<file path="config.mk">
export PLATFORM = sky130hd
export DESIGN_NAME = lu_serial
export DESIGN_NICKNAME = d
export VERILOG_FILES = /design/src/rtl/lu_serial.sv
export SDC_FILE = /design/constraint.sdc
export NUM_CORES = 1
export LEC_CHECK = 0
export BUFFER_PORTS_ARGS = -buffer_cell sky130_fd_sc_hd__buf_2
export CORE_ASPECT_RATIO = 1.1
export CORE_UTILIZATION = 57
export DETAILED_ROUTE_END_ITERATION = 8
export PLACE_DENSITY = 0.9
export SLEW_MARGIN = 20
export SYNTH_ARGS = -nofsm -noshare
export SYNTH_HDL_FRONTEND = slang
export SYNTH_SLANG_ARGS = --single-unit
</file>
<file path="constraint.sdc">
create_clock -name clk -period 2.66 [get_ports clk]
set_input_delay 0.532 -clock clk [delete_from_list [all_inputs] [get_ports clk]]
set_output_delay 0.532 -clock clk [all_outputs]
set_load 0.01 [all_outputs]
</file>
<file path="src/rtl/lu_serial.sv">
// lu_serial: slice-serial eight-function bitwise logic unit with start/done handshake.
module lu_serial #(
    parameter int WIDTH = 8,
    parameter int SLICE = 1
) (
    input  logic             clk,
    input  logic             rst,
    input  logic             start,
    input  logic [2:0]       op,
    input  logic [WIDTH-1:0] a,
    input  logic [WIDTH-1:0] b,
    output logic             busy,
    output logic             done,
    output logic [WIDTH-1:0] result,
    output logic             zero
);
    localparam int N  = WIDTH / SLICE;
    localparam int CW = N > 1 ? $clog2(N) : 1;
    typedef enum logic [1:0] {IDLE, BUSY, DONE} state_t;
    state_t           state_q, state_d;
    logic [CW-1:0]    cnt_q, cnt_d;
    logic [2:0]       op_q, op_d;
    logic [WIDTH-1:0] a_q, a_d, b_q, b_d, p_q, p_d, res_q, res_d, p_next;
    logic             zero_q, zero_d;
    logic [SLICE-1:0] sa, sb, s;
    always_comb begin
        sa = a_q[SLICE-1:0];
        sb = b_q[SLICE-1:0];
        s  = op_q == 3'd0 ? ~sa :
             op_q == 3'd1 ? sa & sb :
             op_q == 3'd2 ? ~(sa & sb) :
             op_q == 3'd3 ? sa ^ sb :
             op_q == 3'd4 ? ~(sa ^ sb) :
             op_q == 3'd5 ? sa | sb :
             op_q == 3'd6 ? ~(sa | sb) : ~sb;
        // LSB slice first: each new slice enters at the top and earlier ones drift down
        p_next  = (p_q >> SLICE) | (WIDTH'(s) << (WIDTH - SLICE));
        state_d = state_q;
        cnt_d   = cnt_q;
        op_d    = op_q;
        a_d     = a_q;
        b_d     = b_q;
        p_d     = p_q;
        res_d   = res_q;
        zero_d  = zero_q;
        case (state_q)
            IDLE, DONE: begin
                state_d = IDLE;
                if (start) begin
                    state_d = BUSY;
                    op_d    = op;
                    a_d     = a;
                    b_d     = b;
                    cnt_d   = '0;
                    p_d     = '0;
                end
            end
            BUSY: begin
                a_d   = a_q >> SLICE;
                b_d   = b_q >> SLICE;
                p_d   = p_next;
                cnt_d = cnt_q + CW'(1);
                if (cnt_q == CW'(N - 1)) begin
                    state_d = DONE;
                    res_d   = p_next;
                    zero_d  = p_next == '0;
                end
            end
            default: state_d = IDLE;
        endcase
    end
    always_ff @(posedge clk) begin
        if (rst) begin
            state_q <= IDLE;
            cnt_q   <= '0;
            op_q    <= '0;
            a_q     <= '0;
            b_q     <= '0;
            p_q     <= '0;
            res_q   <= '0;
            zero_q  <= 1'b1;
        end else begin
            state_q <= state_d;
            cnt_q   <= cnt_d;
            op_q    <= op_d;
            a_q     <= a_d;
            b_q     <= b_d;
            p_q     <= p_d;
            res_q   <= res_d;
            zero_q  <= zero_d;
        end
    end
    assign busy   = state_q == BUSY;
    assign done   = state_q == DONE;
    assign result = res_q;
    assign zero   = zero_q;
endmodule

</file>
==> results of run 1 <==
[final timing paths]
| path | from | to | depth (start not counted) |
|---|---|---|---|
| max | state_q[1] | busy | 3 |
| min | op[1] | op_q[1] | 3 |
| max reg2reg | state_q[1] | a_q[7] | 5 |
| min reg2reg | result[1] | result[1] | 2 |
[cells by family after synthesis]
logic type      after synthesis
fa+ha+maj                     4
compound gates               38
buf+inv                      17
simple gates                 66
flops                        40
mux                          18
[Yosys cell counts, drive strengths merged, types with 2 or more instances]
cell type / n / share of area [%]
nor2b: 2 / 0.75
inv: 3 / 0.67
nand2: 16 / 3.6
a22oi: 10 / 4.5
dfxtp: 40 / 48
nor2: 39 / 8.8
a21oi: 8 / 2.4
nor3: 3 / 0.90
mux2i: 17 / 10
nand2b: 2 / 0.90
clkbuf: 8 / 1.8
a211oi: 15 / 6.7
buf: 6 / 2.7
ha: 4 / 3.0
[worst max-delay path: cells and delay by family (launching register included)]
kind / cells / cell delay (ps)
buffers and inverters: 2 / 530
DFF: 1 / 320
and+or+nand+nor: 1 / 430
[power breakdown]
part | internal, mW | switching (mW)
combinational | 0.0672 | 0.0807
clock | 0.131 | 0.181
sequential | 0.630 | 0.0215
total | 0.828 | 0.284
[metrics by stage]
step | hold WS [ps] | std cells | setup slack [ps]
after floorplan | 444.7 | 183 | 1171
after global placement | 441.4 | 235 | 810.6
after detailed placement | 443.6 | 235 | 753.3
after CTS | 417.9 | 243 | 498.7
after global routing | 438.5 | 243 | 359.2
final | 417.9 | 243 | 510.6
[area by class of cell]
cell class | count | area (um2)
tap | 33 | 41.29
inverter | 3 | 11.26
clock buffer | 8 | 58.81
sequential | 40 | 800.8
timing repair buffer | 33 | 167.7
fill | 230 | 912.1
multi-input combinational | 126 | 785.8
[flip-flops by register name, summed over array words and instances (netlist names)]
register,flops
a_q,8
op_q,3
zero,1
b_q,8
p_q,7
cnt_q,3
result,8
state_q,2
[placed cells by master, fill, tap and decap left out, types with 2 or more instances in the layout]
master    instances
inv_2             3
nor3_1            3
a211oi_1         15
clkbuf_1          2
nand2_1          16
buf_2            32
a22oi_1          10
dfxtp_1          40
a21oi_1           8
clkbuf_4          5
ha_1              4
nor2_1           39
mux2i_1          17
[routing by layer]
layer	wire, um	up-vias	global-route usage (%)
met1	1430	600	28.43
met3	126	7	5.426
met5	0	-	0
li1	-	694	-
met2	1321	30	33.04
met4	47	0	9.023
==> impl_metrics.csv, run 1 <==
group,metric,value,unit
timing,rsz0062_at_grt,"false",
setup_path,critical_path_arrival,1620,ps
timing,period_share,80.80,%
place,place_hpwl,2003,um
detailed_routing,viasPerCell,5.477,
detailed_routing,drt_iter0_markers,28,
power_and_ir_drop,leakagePower,0.7984,nW
place,place_congestion,0.7288,
logic_synthesis,synth_cell_types,27,
detailed_routing,ant_nets,0,
timing,finalSetupViolCount,0,
timing,finalCriticalPeriod,2149,ps
min_path,hp-class,"in2reg",
clocking,cts_tree,"done",
logic_synthesis,synth-xor-area-share,0,%
clocking,cts_resized,0,
setup_path,critPathMaxFanout,31,
logic_synthesis,ys_ff_latch,40,
setup_path,rrSetupSlack,720,ps
layout,design_area,1866,um2
setup_path,endpoint_kind,"output port",
clocking,hold_buffers,0,
logic_synthesis,synth_area,1670,um2
logic_synthesis,ys_warn_count,0,
place,dpl_cell_area,1807,um2
logic_synthesis,ys_async_sr_fraction,0,%
logic_synthesis,synthSimpleGateAreaFrac,16.63,%
setup_path,cpPeakStageDelay,430,ps
detailed_routing,vias,1331,
detailed_routing,wl_per_cell,12.04,um
global_routing,grt_pass1_vias,1170,
layout,final_layout_size_suffix_gt1_share,21.90,%
power_and_ir_drop,p_total,1.111,mW
timing,max_freq,465.2,MHz
timing,hold_viol_final,0,
run,maxCapViolations,0,
place,io_buffers,32,
clocking,insertion_delay,340,ps
power_and_ir_drop,vdd_drop_max,0.4137,mV
floorplan,die_h,58.78,um
timing,worst_pin_slew,702.4,ps
clocking,postCtsSetupRepairBufs,0,
layout,layout.nets,235,
setup_path,crit_path_top_delay_cell,"nand2b_2",
layout,diodes,0,
detailed_routing,drc,0,
clocking,path_clk_slew,110,ps
logic_synthesis,synthMuxAreaShare,11.09,%
logic_synthesis,syn-instance-count,183,
clocking,root_buffer,"clkbuf_4",
timing,slew_violations,0,
logic_synthesis,syn_avg_cell_area,9.128,um2
logic_synthesis,synth_edf_count,0,
clocking,cts-htree-levels,2,
logic_synthesis,synth_top_family_by_area,"simple AND/OR/NAND/NOR gates",
floorplan,start_util,60.14,%
global_routing,antenna_found_initial,0,
floorplan,std_cell_rows,20,
global_routing,grt_max_degree,42,
timing,fin_skew,5.511,ps
global_routing,grt_overflow,0,
logic_synthesis,synth_nets,209,
logic_synthesis,synth_compound_area_share,16.18,%
setup_path,critPathRequiredTime,2130,ps
layout,area_growth,11.69,%
status,status,"finished clean",
setup_path,start_kind,"register",
timing,relSlewSlack,53.18,%
clocking,clock_path_buffers,2,
logic_synthesis,yosys_most_used_dff,"dfxtp_1",
timing,finalSetupTns,0,ps
logic_synthesis,seq_area_frac_synth,47.94,%
clocking,cts.sinks,40,
detailed_routing,wirelength,2925,um
layout,fin_util,67.16,%
setup_path,worstSetupPathType,"reg2out",
global_routing,grt_pass1_wl,4940,um
global_routing,track_usage,21.53,%
floorplan,top_level_ports,33,
floorplan,die_w,53.62,um
floorplan,fp.coreArea,2778,um2
floorplan,dieArea,3151,um2
clocking,cts-buffers-inserted,5,
logic_synthesis,synthAdderAreaFrac,2.996,%
detailed_routing,drt_first_pass_iters,4,
setup_path,cp_cell_sequence,"nand2b_2 -> inv_2 -> buf_2",
power_and_ir_drop,p_per_area,595.7,nW/um2
Note: power is estimated with default switching activity, not from simulation.
==> run 2, diff against run 1 <==
Settings changed: CORE_UTILIZATION 57 to 48, PLACE_DENSITY 0.9 to 0.82.
Clock period 2.66 ns to 1.84 ns, I/O delays scaled along.
==> run 2 against run 1 <==
Sequential power grew 45%. Count of clock-buffer cells in the layout shrank 1. Via count grew 1.1%. Worst setup slack lost 260 ps. Power grew 62%. Critical path type unchanged. Largest cell class unchanged. Largest power group unchanged.
==> impl_metrics.csv, run 2 (synthesis results as in run 1) <==
group,metric,value,unit
power_and_ir_drop,combPwrFrac,12.6,%
timing,max_freq,628.9,MHz
global_routing,grt_overflow,0,
layout,area_growth,17.08,%
status,status,"finished clean",
setup_path,rrSetupSlack,250,ps
detailed_routing,ant_nets,0,
global_routing,grt_pass1_vias,1296,
setup_path,crit_path_top_delay_cell,"dfxtp_1",
clocking,cts_resized,0,
timing,period_share,86.41,%
power_and_ir_drop,sequentialPowerShare,52.3,%
layout,layout.nets,238,
floorplan,fp.coreArea,3331,um2
setup_path,r2r-start,"a_q[0]",
timing,finalSetupViolCount,0,
setup_path,timing.rr.end,"zero",
power_and_ir_drop,leakagePower,0.8355,nW
setup_path,critPathRequiredTime,1470,ps
place,dp.cells,253,
place,place_hpwl,2183,um
timing,relSlewSlack,54.19,%
setup_path,path_delay_family,"buffers and inverters",
timing,rsz0062_at_grt,"false",
clocking,path_clk_slew,110,ps
floorplan,dieArea,3720,um2
layout,final_common_cell,"dfxtp_1",
detailed_routing,drt_iter0_markers,41,
setup_path,endpoint_kind,"output port",
floorplan,die_w,58.25,um
floorplan,std_cell_rows,22,
clocking,cts-htree-levels,2,
place,place_congestion,0.7107,
detailed_routing,wl_per_cell,11.82,um
power_and_ir_drop,vdd_drop_max,0.6075,mV
clocking,insertion_delay,340,ps
detailed_routing,vias,1346,
setup_path,cp_cell_sequence,"nand2b_2 -> inv_2 -> buf_2",
power_and_ir_drop,p_per_area,922.5,nW/um2
layout,diodes,0,
global_routing,track_usage,19.43,%
floorplan,die_h,63.87,um
detailed_routing,viasPerCell,5.157,
clocking,postCtsSetupRepairBufs,0,
global_routing,grt_pass1_wl,5506,um
setup_path,critical_path_arrival,1220,ps
power_and_ir_drop,p_total,1.804,mW
setup_path,reg2regPathDepth,6,
power_and_ir_drop,power.switching,426.2,uW
power_and_ir_drop,pwr-share-clk,35.1,%
min_path,hp-start,"op[2]",
timing,fin_skew,8.131,ps
min_path,holdPathEnd,"op_q[2]",
floorplan,top_level_ports,33,
place,io_buffers,32,
power_and_ir_drop,switching_share,23.63,%
clocking,clock_path_buffers,2,
setup_path,worstSetupPathType,"reg2out",
min_path,hp-class,"in2reg",
timing,hold_viol_final,0,
clocking,cts_tree,"done",
clocking,cts-buffers-inserted,5,
timing,finalSetupTns,0,ps
detailed_routing,wirelength,3086,um
detailed_routing,drc,0,
timing,worst_pin_slew,684.6,ps
setup_path,crit_start,"state_q[1]",
setup_path,start_kind,"register",
timing,slew_violations,0,
setup_path,worst-path-buf-inv,2,
global_routing,antenna_found_initial,0,
setup_path,critPathMaxFanout,14,
layout,layout_common_cells,"dfxtp_1, nor2_1, buf_2",
global_routing,grt_max_degree,31,
setup_path,cpPeakStageDelay,340,ps
run,maxCapViolations,0,
min_path,holdPathStages,3,
clocking,hold_buffers,0,
clocking,root_buffer,"clkbuf_4",
timing,finalCriticalPeriod,1590,ps
power_and_ir_drop,power.internal,1.378,mW
layout,fin_util,58.72,%
floorplan,start_util,50.15,%
layout,instances_no_fill,261,
clocking,cts.sinks,40,
detailed_routing,drt_first_pass_iters,4,
layout,final_layout_size_suffix_gt1_share,23.94,%
run 2: cell types whose count changed in the layout (fill, tap and decap cells not counted), sizes merged:
cell    previous run  this run
clkbuf             8         7
buf               33        36
bufinv             0         1
run 2: routing by layer:
layer	share of wire, %	global-route usage, %	vias to the layer above
met1	48	23.21	620
met4	1.4	6.845	0
met2	47	32.47	26
met3	3.2	6.073	4
met5	0	0	-
li1	-	-	696
run 2: worst max-delay path by stage:
stage | end | slack (ps) | cells past startpoint
after global routing | zero | 140 | 6
after floorplan | zero | 350 | 6
after global placement | result[7] | 300 | 6
after CTS | busy | 230 | 3
final | busy | 250 | 3
after detailed placement | p_q[7] | 280 | 6
run 2: layout make-up:
cell class,count,area (um2)
timing repair buffer,36,202.7
clock buffer,7,65.06
clock inverter,1,30.03
multi-input combinational,126,785.8
tap,48,60.06
sequential,40,800.8
fill,316,1375
inverter,3,11.26
run 2: worst register-to-register path: stages, from the launching register on:
cell and delay, ps:
dfxtp_1 390, inv_2 50, ha_1 300, nor2_1 50, a211o_1 270, a31oi_1 290
a221o_1 190
run 2: power groups by stage:
| stage | Clock, mW | Sequential [mW] | Combinational, mW |
|---|---|---|---|
| after global placement | 0 | 0.960 | 0.221 |
| after floorplan | 0 | 0.951 | 0.175 |
| final | 0.634 | 0.943 | 0.227 |
| after detailed placement | 0 | 0.962 | 0.227 |
| after global routing | 0.700 | 0.950 | 0.254 |
| after CTS | 0.648 | 0.943 | 0.229 |
run 2: per-stage QoR:
step	instance area, um2	hold WS (ps)	worst slack [ps]
5_1_grt	1956	238.9	137.0
4_1_cts	1956	246.0	229.7
3_3_place_gp	1861	442.6	299.6
3_5_place_dp	1861	445.8	277.2
6_report	1956	260.2	250.0
2_1_floorplan	1670	444.7	351.1
